===== config.mk =====
export PLATFORM = sky130hd
export DESIGN_NAME = chip_drop_ctrl
export DESIGN_NICKNAME = d
export VERILOG_FILES = /design/src/rtl/chip_drop_ctrl.sv
export SDC_FILE = /design/constraint.sdc
export NUM_CORES = 1
export LEC_CHECK = 0
export BUFFER_PORTS_ARGS = -buffer_cell sky130_fd_sc_hd__buf_2
export CAP_MARGIN = 20
export CORE_ASPECT_RATIO = 1.1
export CORE_MARGIN = 4
export CORE_UTILIZATION = 43
export CTS_CLUSTER_DIAMETER = 120
export DETAILED_ROUTE_END_ITERATION = 8
export PLACE_DENSITY_LB_ADDON = 0.3
export SETUP_SLACK_MARGIN = 0.5
export SLEW_MARGIN = 20
export SYNTH_ARGS = -nofsm -noshare
export SYNTH_HDL_FRONTEND = slang
export SYNTH_SLANG_ARGS = --single-unit

===== constraint.sdc =====
create_clock -name clk -period 2.61 [get_ports clk]
set_input_delay 0.1305 -clock clk [delete_from_list [all_inputs] [get_ports clk]]
set_output_delay 0.1305 -clock clk [all_outputs]
set_load 0.01 [all_outputs]

===== src/rtl/chip_drop_ctrl.sv =====
// Connect-four chip drop controller: validates a column, draws the chip cell
// for 256 cycles, then records the chip and hands the turn to the other player.
module chip_drop_ctrl #(
  parameter logic [7:0] X_ORIGIN = 8'd24,
  parameter logic [6:0] Y_ORIGIN = 7'd16
) (
  input  logic       clk,
  input  logic       reset,
  input  logic       drop,
  input  logic [2:0] col_sel,
  output logic [7:0] xout,
  output logic [6:0] yout,
  output logic       draw_red,
  output logic       draw_blue,
  output logic       busy,
  output logic       done,
  output logic       invalid,
  output logic       player,
  output logic [6:0] col_full,
  output logic       board_full
);

  localparam int unsigned NCOL   = 7;
  localparam int unsigned NROW   = 6;
  localparam int unsigned CNT_W  = 8;
  localparam int unsigned CELL_W = 4;

  typedef enum logic [1:0] {IDLE, CHECK, DRAW, DONE} state_t;

  state_t             state;
  logic [2:0]         col;
  logic [2:0]         height [NCOL];
  logic [CNT_W-1:0]   cnt;

  logic [2:0]         sel_height_c;
  logic               sel_bad_c;
  logic [2:0]         col_height_c;
  logic [2:0]         row_c;

  // Height lookups guarded so an out-of-range column never indexes the array
  always_comb begin
    sel_height_c = '0;
    col_height_c = '0;
    if (col_sel < 3'(NCOL)) sel_height_c = height[col_sel];
    if (col < 3'(NCOL))     col_height_c = height[col];
    sel_bad_c = (col_sel > 3'(NCOL - 1)) || (sel_height_c == 3'(NROW));
    row_c     = 3'(NROW - 1) - col_height_c;
  end

  for (genvar c = 0; c < NCOL; c++) begin : g_full
    assign col_full[c] = (height[c] == 3'(NROW));
  end
  assign board_full = &col_full;

  // Control FSM; the validity verdict is registered on entry so invalid is high during CHECK
  always_ff @(posedge clk) begin
    if (reset) begin
      state     <= IDLE;
      col       <= '0;
      for (int i = 0; i < NCOL; i++) height[i] <= '0;
      player    <= 1'b0;
      cnt       <= '0;
      xout      <= '0;
      yout      <= '0;
      draw_red  <= 1'b0;
      draw_blue <= 1'b0;
      busy      <= 1'b0;
      done      <= 1'b0;
      invalid   <= 1'b0;
    end else begin
      done    <= 1'b0;
      invalid <= 1'b0;
      case (state)
        IDLE: begin
          if (drop) begin
            col     <= col_sel;
            invalid <= sel_bad_c;
            busy    <= 1'b1;
            state   <= CHECK;
          end
        end
        CHECK: begin
          if (invalid) begin
            busy  <= 1'b0;
            state <= IDLE;
          end else begin
            xout  <= X_ORIGIN + 8'({col, CELL_W'(0)});
            yout  <= Y_ORIGIN + 7'({row_c, CELL_W'(0)});
            cnt   <= '0;
            state <= DRAW;
          end
        end
        DRAW: begin
          // First DRAW cycle arms the enable; the counter then runs 0..255 under it
          if (!draw_red && !draw_blue) begin
            draw_red  <= ~player;
            draw_blue <= player;
          end else if (cnt == CNT_W'(255)) begin
            draw_red  <= 1'b0;
            draw_blue <= 1'b0;
            done      <= 1'b1;
            state     <= DONE;
          end else begin
            cnt <= cnt + CNT_W'(1);
          end
        end
        DONE: begin
          height[col] <= height[col] + 3'd1;
          player      <= ~player;
          busy        <= 1'b0;
          state       <= IDLE;
        end
        default: state <= IDLE;
      endcase
    end
  end

endmodule


# Word level (Yosys, flattened, before mapping)
# Memories as Yosys holds them, arrays and structs flattened. A register that Yosys moved wholly into a read port is not among the register bits.
# Cells that the tools add are included.
[op_classes]
n_div = 0
bitwise = 5
n_reduce_logical = 18
eq_ne = 18
shift = 0
n_mux = 28
order_cmp = 3
n_mul = 0
addsub = 5
[ops]
columns = ["op", "count"]
rows = [
  ["3-bit equality test (second input constant)", 8],
  ["8-bit two-way mux", 3],
  ["3-bit two-way mux", 6],
  ["8-bit case mux with 2 select lines", 1],
  ["1-bit two-way mux", 12],
  ["2-bit != test (second input constant)", 6],
  ["3-bit OR reduction", 3],
  ["5-bit by 7-bit adder with 8-bit output (first input constant)", 1],
  ["8-bit by 1-bit adder with 8-bit output (second input constant)", 1],
  ["8-bit equality test (second input constant)", 1],
  ["2-bit two-way mux", 4],
  ["2-bit case mux with 4 select lines", 1],
  ["5-bit by 7-bit adder with 7-bit output (first input constant)", 1],
  ["7-bit AND reduction", 1],
  ["3-bit < comparator (second input constant)", 2],
  ["2-bit AND reduction", 3],
  ["3-bit AND reduction", 2],
  ["1-bit inverter", 5],
  ["2-bit equality test (second input constant)", 2],
  ["4-bit AND reduction", 1],
  ["2-bit nonzero test", 2],
  ["3-bit by 1-bit adder with 3-bit output (second input constant)", 1],
  ["3-bit > comparator (second input constant)", 1],
  ["1-bit case mux with 3 select lines", 1],
  ["other kinds (7)", 8],
]
[totals]
rom_bits = 0
in_bits = 6
ram_bits = 21
latchBits = 0
elab_cells = 89
ff_bits = 34
mem_count = 1
[memory_table]
columns = ["name", "depth", "width", "read_ports", "rd_ports_with_merged_regs", "wr", "line_no", "rtl"]
rows = [
  ["height", 7, 3, 9, 1, 7, "32", "logic [2:0] height [NCOL];"],
]

# Longest topological paths before layout
# Gate-level depths: netlist of run 1.
[logic_depth]
ltp_word = 6
depth_mapped = 10

# Worst setup path before layout of run 1
# Ideal clock, no wire load.
[synth_timing]
kind = "reg2reg"
start = "reg (tool-made name)"
end = "mem height[5][2], data pin"
arrival_time_ns = 1.949
required_ns = 2.336
stages_incl_launch_ff = 10
setup_ns = 0.274
n_path_buf = 1
path_slack_ns = 0.386
cell_sequence = "dfxtp_1 buf_6 mux4_1 mux2i_1 inv_1 ha_1 inv_1 a31oi_1 o21ai_1 inv_1"
[synth_lines]
columns = ["element", "line_no"]
rows = [
  ["to (decl)", "32"],
]

==> results.cfg, run 1 <==
[detailed_routing]
top_layer = met4
m1WireLength_mm = 2.498
avgRoutedWirePerCell_um = 15.11
viasPerCell = 5.284
met3_length_um = 234
wl_met2_mm = 2.840
wl_mm = 5.635
dr.pass1.iters = 4
drtAntennaViolNets = 0
drtIter0Drc = 120
vias = 1971
remaining_drc_errors = 0

[run]
maxCapViolCount = 0

[clocking]
cts_root_buffer = clkbuf_8
cts_tree = yes
cts.htree.levels = 2
cts_buffer_depth = 2
cts_sinks = 54
clk_latency_ps = 300
cts_hold_buf = 0
cts_buffers = 5
path_clk_slew_ps = 90

[yosys]
yosys.area.top_type = dfxtp_1
synth_cell_types = 49
ys_top_cells_by_area = dfxtp_1, edfxtp_1, nor2_1
synth_most_common_cell = nor2_1
synth_top_flop_cell = dfxtp_1
synthesis.area_um2 = 2650
synth_edf_count = 21
ys_ff_latch = 54
yosysTopAreaCellShare_pct = 24.93
yosysWarnings = 0
yosysSeqAreaShare_pct = 48.73
synth_commonest_cells = nor2_1, dfxtp_1, edfxtp_1, nand2_1
syn_inst = 267
async_flop_share_pct = 0
syn_area_per_cell_um2 = 9.925

[die]
ios = 35
die_w_um = 82.85
dieHeight_um = 90.34
die_area_um2 = 7484
coreArea_um2 = 5878
initial_core_util_pct = 45.08
rows = 29

[worst_setup_path]
slowest_stage = mux4_2
crit_path_max_incr_delay_ps = 490
cp.arrival_ps = 2260
endpoint_kind = register
path_max_fanout = 6
critPathKind = register to register
cp-start-kind = register
cp_cell_sequence = mux4_2 > mux2_4 > ha_2 > inv_2 > and4_1 > o21ai_2 > buf_6 > nor2_4
cp.required_ps = 2780

[final_layout]
drive_gt1_share_pct = 22.30
finalNonFillerCells = 373
fin_nets = 305
syn2layout_area_growth_pct = 12.18
num_antenna_cells = 0

[pwr]
max-vdd-ir-drop_v = 0.0002426
switchingPower_uw = 396.8
clkPwrFrac_pct = 31.5
comb_power_share_pct = 11.0
power_mw = 1.630
pwr_density_cell_nw_per_um2 = 548.4
p_leak_nw = 1.201
p_int_mw = 1.233
seq_power_share_pct = 57.5
swShare_pct = 24.34

[sta]
finalHoldViolations = 0
hold_ws_ps = 143.7
fin_crit_ps = 2090
drv_slew = 0
setup_tns_ps = 0
finClkSkew_ps = 4.447
fmax_ghz = 0.4786
period_share_pct = 80.06
worst_slew_pin_slew_ps = 798.2
grt_setup_unrepaired = yes
maxSlewHeadroom_pct = 46.67
setup_viol = 0

[grt]
grt_pass1_vias = 1882
grt_antenna_before_repair = 0
grt-ovfl-total = 0
track_usage_pct = 15.28
grt_pass1_wl_mm = 9.397
grt_max_degree = 35

[hold_path]
min_path_type = input pin to register

[run_status]
status = complete, no violations

[placement]
gp_congestion = 0.9058
place_inst = 361
port_buffers = 27
post-dp-hpwl_mm = 4.223
## power by group through the flow
| stage | Sequential [mW] | Clock [mW] | Combinational [mW] |
|---|---|---|---|
| 6_report | 0.937 | 0.513 | 0.180 |
| 5_1_grt | 0.943 | 0.550 | 0.200 |
| 4_1_cts | 0.937 | 0.519 | 0.178 |
| 3_5_place_dp | 0.956 | 0 | 0.169 |
| 3_3_place_gp | 0.955 | 0 | 0.167 |
| 2_1_floorplan | 0.947 | 0 | 0.140 |
## critical path: cells and delay by family, from the launching register on
kind	cells	cell delay [ps]
flip-flops	1	430
adder cells (fa/ha/maj)	1	180
AND/OR/NAND/NOR	2	280
multiplexers	2	780
buffers and inverters	2	220
AO/OA/AOI/OAI	1	70
## cell families after synthesis
family | after synthesis | synth area share, %
adder cells (fa/ha/maj) | 4 | 1.889
flip-flops | 54 | 48.72
AND/OR/NAND/NOR | 123 | 23.75
other | 1 | 0.1415
XOR/XNOR | 7 | 2.314
multiplexers | 15 | 8.498
buffers and inverters | 31 | 6.893
AO/OA/AOI/OAI | 32 | 7.790
## final cells by class
| class | count | area [um2] |
|---|---|---|
| inverter | 12 | 52.55 |
| clock buffer | 8 | 101.3 |
| multi-input combinational | 188 | 1236 |
| fill | 556 | 2905 |
| tap | 77 | 96.34 |
| timing repair buffer | 34 | 191.4 |
| sequential | 54 | 1295 |
## layer usage
layer	global-route usage, %	up-vias
li1	-	984
met1	20.24	942
met2	25.80	37
met3	2.281	8
met4	4.496	0
met5	0	-
## what timing repair did
item / in CTS / in global routing
buffers inserted: 4 / 0
resized for setup: 4 / 15
setup endpoints to repair: 17 / 16
pin swaps: 1 / 5
## through the flow
step                      area, um2  setup WS, ps  utilization (%)
after floorplan                2680         501.8                -
after global placement         2801         298.6            47.66
after detailed placement       2801         172.4            47.66
after CTS                      2929         491.5            49.83
after global routing           2973         440.5            50.57
final                          2973         520.4            50.57
## placed cells by master, fill, tap and decap left out, types with 4 or more instances in the layout
| cell type | netlist | routed |
|---|---|---|
| dfxtp_1 | 33 | 32 |
| nand4_1 | 5 | 5 |
| buf_4 | 7 | 6 |
| mux4_2 | 3 | 5 |
| inv_1 | 11 | 9 |
| or2_2 | 5 | 5 |
| xor2_1 | 5 | 5 |
| mux2i_1 | 9 | 8 |
| conb_1 | 1 | 7 |
| edfxtp_1 | 21 | 21 |
| nand3_1 | 10 | 10 |
| o21ai_0 | 4 | 4 |
| clkbuf_8 | 0 | 5 |
| buf_2 | 1 | 27 |
| a21oi_1 | 11 | 11 |
| nor2b_1 | 5 | 5 |
| nor2_1 | 42 | 37 |
| nor3_1 | 5 | 4 |
| nand2b_1 | 9 | 9 |
| nand2_1 | 18 | 17 |
| nand3b_1 | 6 | 6 |
## sequential cells by signal (all words and copies together) (netlist names), 3 cells and up, named ones only
name and cells:
cnt 8, col 3, height 24, xout 5
yout 3
## final timing paths
path,startpoint,end,slack [ps],depth (start not counted)
min,drop,state[0],140,3
max reg2reg,height[3][0],height[4][2],520,8
min reg2reg,yout[5],yout[5],460,2
max,height[3][0],height[4][2],520,8
Note: power is estimated with default switching activity, not from simulation.
==> run 2: changes to the inputs <==
==> constraint.sdc (replaced) <==
create_clock -name clk -period 2.2 [get_ports clk]
set_input_delay 0.11 -clock clk [delete_from_list [all_inputs] [get_ports clk]]
set_output_delay 0.11 -clock clk [all_outputs]
set_load 0.01 [all_outputs]
==> results.cfg, run 2 (synthesis gave the netlist of run 1 again) <==
[final_layout]
num_antenna_cells = 0
drive_gt1_share_pct = 29.80
regMostFlops = height
layout_commonest_cell = nor2_1
seq_area_um2 = 1300
fin_nets = 311
fillers = 519
largest_reg_flops = 24
syn2layout_area_growth_pct = 19.88
reg.largest.list = height x24, cnt x8, xout x5
multi_input_area_um2 = 1349
finalInstanceArea_um2 = 3177
layout_common_cells = nor2_1, dfxtp_1, buf_2

[worst_setup_path]
cp.required_ps = 2270
cp_cell_sequence = mux4_2 > mux2_4 > ha_4 > inv_4 > a31oi_4 > o21ai_4 > buf_6 > nor2_1
cp.arrival_ps = 2220
crit_path_max_incr_delay_ps = 520
path_max_fanout = 6
slowest_stage = mux4_2
critPathKind = register to register
cp-start-kind = register
endpoint_kind = register

[clocking]
cts_tree = yes
cts_buffer_depth = 2
cts.htree.levels = 2
cts_sinks = 54
cts_root_buffer = clkbuf_8
cts_buffers = 5
path_clk_slew_ps = 90
cts_hold_buf = 0
clk_latency_ps = 310

[sta]
fmax_ghz = 0.4654
maxSlewHeadroom_pct = 62.40
period_share_pct = 97.67
setup_viol = 0
drv_slew = 0
grt_setup_unrepaired = yes
setup_tns_ps = 0
fin_crit_ps = 2149
finalHoldViolations = 0
finClkSkew_ps = 5.262
worst_slew_pin_slew_ps = 564.0

[grt]
grt_pass1_vias = 1914
grt_antenna_before_repair = 0
grt_max_degree = 34
track_usage_pct = 15.47
grt_pass1_wl_mm = 9.473
grt-ovfl-total = 0

[pwr]
seq_power_share_pct = 51.8
switchingPower_uw = 498.9
swShare_pct = 23.28
clkPwrFrac_pct = 35.7
pwr_density_cell_nw_per_um2 = 674.5
max-vdd-ir-drop_v = 0.0004453
comb_power_share_pct = 12.4
p_leak_nw = 1.270
p_int_mw = 1.644

[die]
initial_core_util_pct = 45.08
rows = 29
ios = 35
die_area_um2 = 7484
die_w_um = 82.85
coreArea_um2 = 5878
dieHeight_um = 90.34

[detailed_routing]
vias = 1988
dr.pass1.iters = 4
drtIter0Drc = 83
viasPerCell = 5.245
drtAntennaViolNets = 0
remaining_drc_errors = 0
avgRoutedWirePerCell_um = 15.03
wl_mm = 5.697

[hold_path]
min_path_type = input pin to register

[placement]
dpl_cell_area_um2 = 2843
post-dp-hpwl_mm = 4.156
gp_congestion = 0.8686
port_buffers = 27

[run]
maxCapViolCount = 0

[run_status]
status = complete, no violations
-- run 2: cell count changes in the layout (fill, tap and decap cells not counted), sizes merged --
cell | before | now
clkbuf | 8 | 5
buf | 34 | 40
bufinv | 0 | 2
clkinv | 1 | 2
-- run 2: layer usage --
layer / GRT usage (%) / vias up / part of all wire [%]
met5: 0 / - / 0
met4: 6.812 / 0 / 1.5
met3: 3.011 / 8 / 5.1
met2: 24.60 / 53 / 48
met1: 20.39 / 934 / 45
li1: - / 993 / -
-- run 2: worst paths after layout --
| check | startpoint | endpoint | slack (ps) | depth (start not counted) |
|---|---|---|---|---|
| max | register | height[2][2] | 50 | 8 |
| min | drop | state[0] | 140 | 3 |
| max reg2reg | register | height[2][2] | 50 | 8 |
| min reg2reg | xout[5] | xout[5] | 470 | 2 |
-- run 2: final cells by class --
| type | instances | share of cell area [%] |
|---|---|---|
| tap | 77 | 3.033 |
| timing repair buffer | 40 | 7.680 |
| sequential | 54 | 40.92 |
| clock buffer | 5 | 2.166 |
| multi-input combinational | 188 | 42.46 |
| clock inverter | 3 | 2.009 |
| inverter | 12 | 1.733 |
-- run 2: stage by stage --
stage | hold slack [ps] | setup WS, ps | utilization (%) | cells | total power, mW
6_report | 135.8 | 51.26 | 54.04 | 379 | 2.143
2_1_floorplan | 284.0 | 174.9 | - | 273 | 1.298
3_3_place_gp | 418.5 | 33.26 | 48.36 | 365 | 1.350
4_1_cts | 123.0 | 53.37 | 51.96 | 377 | 2.138
5_1_grt | 128.2 | -2.852 | 54.04 | 379 | 2.237
3_5_place_dp | 447.5 | -37.84 | 48.36 | 365 | 1.353
-- run 2: power groups by stage --
stage          sequential, mW  clock [mW]  combinational (mW)
5_1_grt                  1.12       0.825               0.293
2_1_floorplan            1.12           0               0.174
6_report                 1.11       0.766               0.266
3_5_place_dp             1.13           0               0.219
3_3_place_gp             1.13           0               0.216
4_1_cts                  1.11       0.785               0.242
-- run 2: timing repair --
| item | in CTS | in global routing |
|---|---|---|
| resized for setup | 15 | 28 |
| endpoints found under the setup margin | 40 | 53 |
| setup buffers | 4 | 2 |
| pin swaps | 12 | 5 |
-- run 2: critical path: cells and delay by family (launching register included) --
family	cells	cell delay, ps
DFF	1	410
muxes	2	830
and+or+nand+nor	1	40
adders and majority gates	1	170
AOI/OAI and AO/OA	2	270
buffers and inverters	2	200
==> run 3: changes to the inputs <==
--- a/config.mk
+++ b/config.mk
@@ -5,13 +5,13 @@
 export SDC_FILE = /design/constraint.sdc
 export NUM_CORES = 1
 export LEC_CHECK = 0
-export BUFFER_PORTS_ARGS = -buffer_cell sky130_fd_sc_hd__buf_2
 export CAP_MARGIN = 20
 export CORE_ASPECT_RATIO = 1.1
 export CORE_MARGIN = 4
 export CORE_UTILIZATION = 43
 export CTS_CLUSTER_DIAMETER = 120
 export DETAILED_ROUTE_END_ITERATION = 8
+export DONT_BUFFER_PORTS = 1
 export PLACE_DENSITY_LB_ADDON = 0.3
 export SETUP_SLACK_MARGIN = 0.5
 export SLEW_MARGIN = 20
==> results.cfg, run 3 (synthesis gave the netlist of run 1 again) <==
[pwr]
p_leak_nw = 1.123
p_int_mw = 1.414
switchingPower_uw = 479.4
clkPwrFrac_pct = 28.4
swShare_pct = 25.33
comb_power_share_pct = 12.3
seq_power_share_pct = 59.2
pwr_density_cell_nw_per_um2 = 618.0
max-vdd-ir-drop_v = 0.0004092

[placement]
post-dp-hpwl_mm = 4.081
gp_congestion = 0.8862
port_buffers = 0

[final_layout]
final_core_util_pct = 52.11
regMostFlops = height
layout_common_cells = nor2_1, dfxtp_1, edfxtp_1
drive_gt1_share_pct = 27.14
syn2layout_area_growth_pct = 15.58
num_antenna_cells = 0
fin_nets = 289
reg.largest.list = height x24, cnt x8, xout x5
largest_reg_flops = 24

[worst_setup_path]
critPathKind = register to register
rrSetupSlack_ps = 100
endpoint_kind = register
rr_endpoint = height[3][2]
cp-start-kind = register
r2r_cells = 8
cp.arrival_ps = 2170
cp.required_ps = 2270
path_max_fanout = 6

[die]
coreArea_um2 = 5878
ios = 35
die_area_um2 = 7484
initial_core_util_pct = 45.08
die_w_um = 82.85
rows = 29
dieHeight_um = 90.34

[sta]
worst_slew_pin_slew_ps = 815.0
fin_crit_ps = 2101
hold_ws_ps = 14.65
setup_viol = 0
finClkSkew_ps = 10.38
drv_slew = 0
fmax_ghz = 0.4761
period_share_pct = 95.48
maxSlewHeadroom_pct = 45.49
finalHoldViolations = 0
grt_setup_unrepaired = yes

[grt]
grt_pass1_vias = 1831
track_usage_pct = 15.39
grt_max_degree = 21
grt_antenna_before_repair = 0
grt_pass1_wl_mm = 9.328
grt-ovfl-total = 0

[clocking]
cts_buffer_depth = 2
cts_tree = yes
clk_latency_ps = 310
path_clk_slew_ps = 90
cts_root_buffer = clkbuf_8
cts.htree.levels = 2
cts_buffers = 5
cts_sinks = 54

[detailed_routing]
remaining_drc_errors = 0
vias = 1944
wl_mm = 5.739
drtIter0Drc = 69
avgRoutedWirePerCell_um = 16.08
viasPerCell = 5.445
dr.pass1.iters = 4
drtAntennaViolNets = 0

[run_status]
status = complete, no violations

[hold_path]
min_path_type = input pin to register
hold_path_depth = 2
min_to = height[6][0]
hold_start = reset

[run]
maxCapViolCount = 0
## run 3: worst max-delay path: stages, from the launching register on
cell and delay (ps):
dfxtp_4 410, mux4_2 500, mux2_4 310, ha_4 160, inv_2 50, a31oi_2 40
o21ai_2 190, buf_6 170, nor2_4 30
## run 3: power by group through the flow
stage	registers (mW)	logic, mW	clock network, mW
5_1_grt	1.13	0.257	0.588
2_1_floorplan	1.12	0.174	0
6_report	1.12	0.234	0.538
3_5_place_dp	1.14	0.177	0
3_3_place_gp	1.14	0.176	0
4_1_cts	1.12	0.210	0.552
## run 3: final cells by class
class / instances / area, um2
Fill cell: 546 / 2815
Sequential cell: 54 / 1305
Tap cell: 77 / 96.34
Timing Repair Buffer: 18 / 152.6
Clock inverter: 1 / 7.507
Inverter: 12 / 52.55
Multi-Input combinational cell: 188 / 1371
Clock buffer: 7 / 77.57
## run 3: what timing repair did
action / 4_1_cts / 5_1_grt
resized for setup: 18 / 38
setup endpoints to repair: 39 / 53
buffers inserted: 3 / 5
hold buffers: 3 / 1
endpoints found under the hold margin: 23 / 1
pin swaps: 7 / 12
## run 3: how the worst max path moves through the flow
stage	end	slack [ps]	depth (start not counted)
global placement	height[5][2]	30	7
CTS	height[2][2]	140	9
detailed placement	height[6][2]	-30	8
finish	height[3][2]	100	8
global route	height[6][2]	20	10
floorplan	height[5][2]	170	8
## run 3: layer usage
| metal | wire length [um] | vias to the layer above | share of wire, % | track usage [%] |
|---|---|---|---|---|
| li1 | - | 948 | - | - |
| met1 | 2498 | 930 | 44 | 20.13 |
| met2 | 2802 | 58 | 49 | 24.67 |
| met3 | 336 | 8 | 5.9 | 3.832 |
| met4 | 101 | 0 | 1.8 | 5.586 |
| met5 | 0 | - | 0 | 0 |
## run 3: metrics by stage
stage | std cells | TNS (ps) | total power, mW | instance area [um2] | setup WS, ps
floorplan | 273 | 0 | 1.298 | 2691 | 174.9
global placement | 337 | 0 | 1.320 | 2700 | 34.97
detailed placement | 337 | -88.37 | 1.322 | 2700 | -31.07
CTS | 351 | 0 | 1.884 | 2894 | 140.7
global route | 357 | 0 | 1.975 | 3063 | 16.81
finish | 357 | 0 | 1.893 | 3063 | 99.46
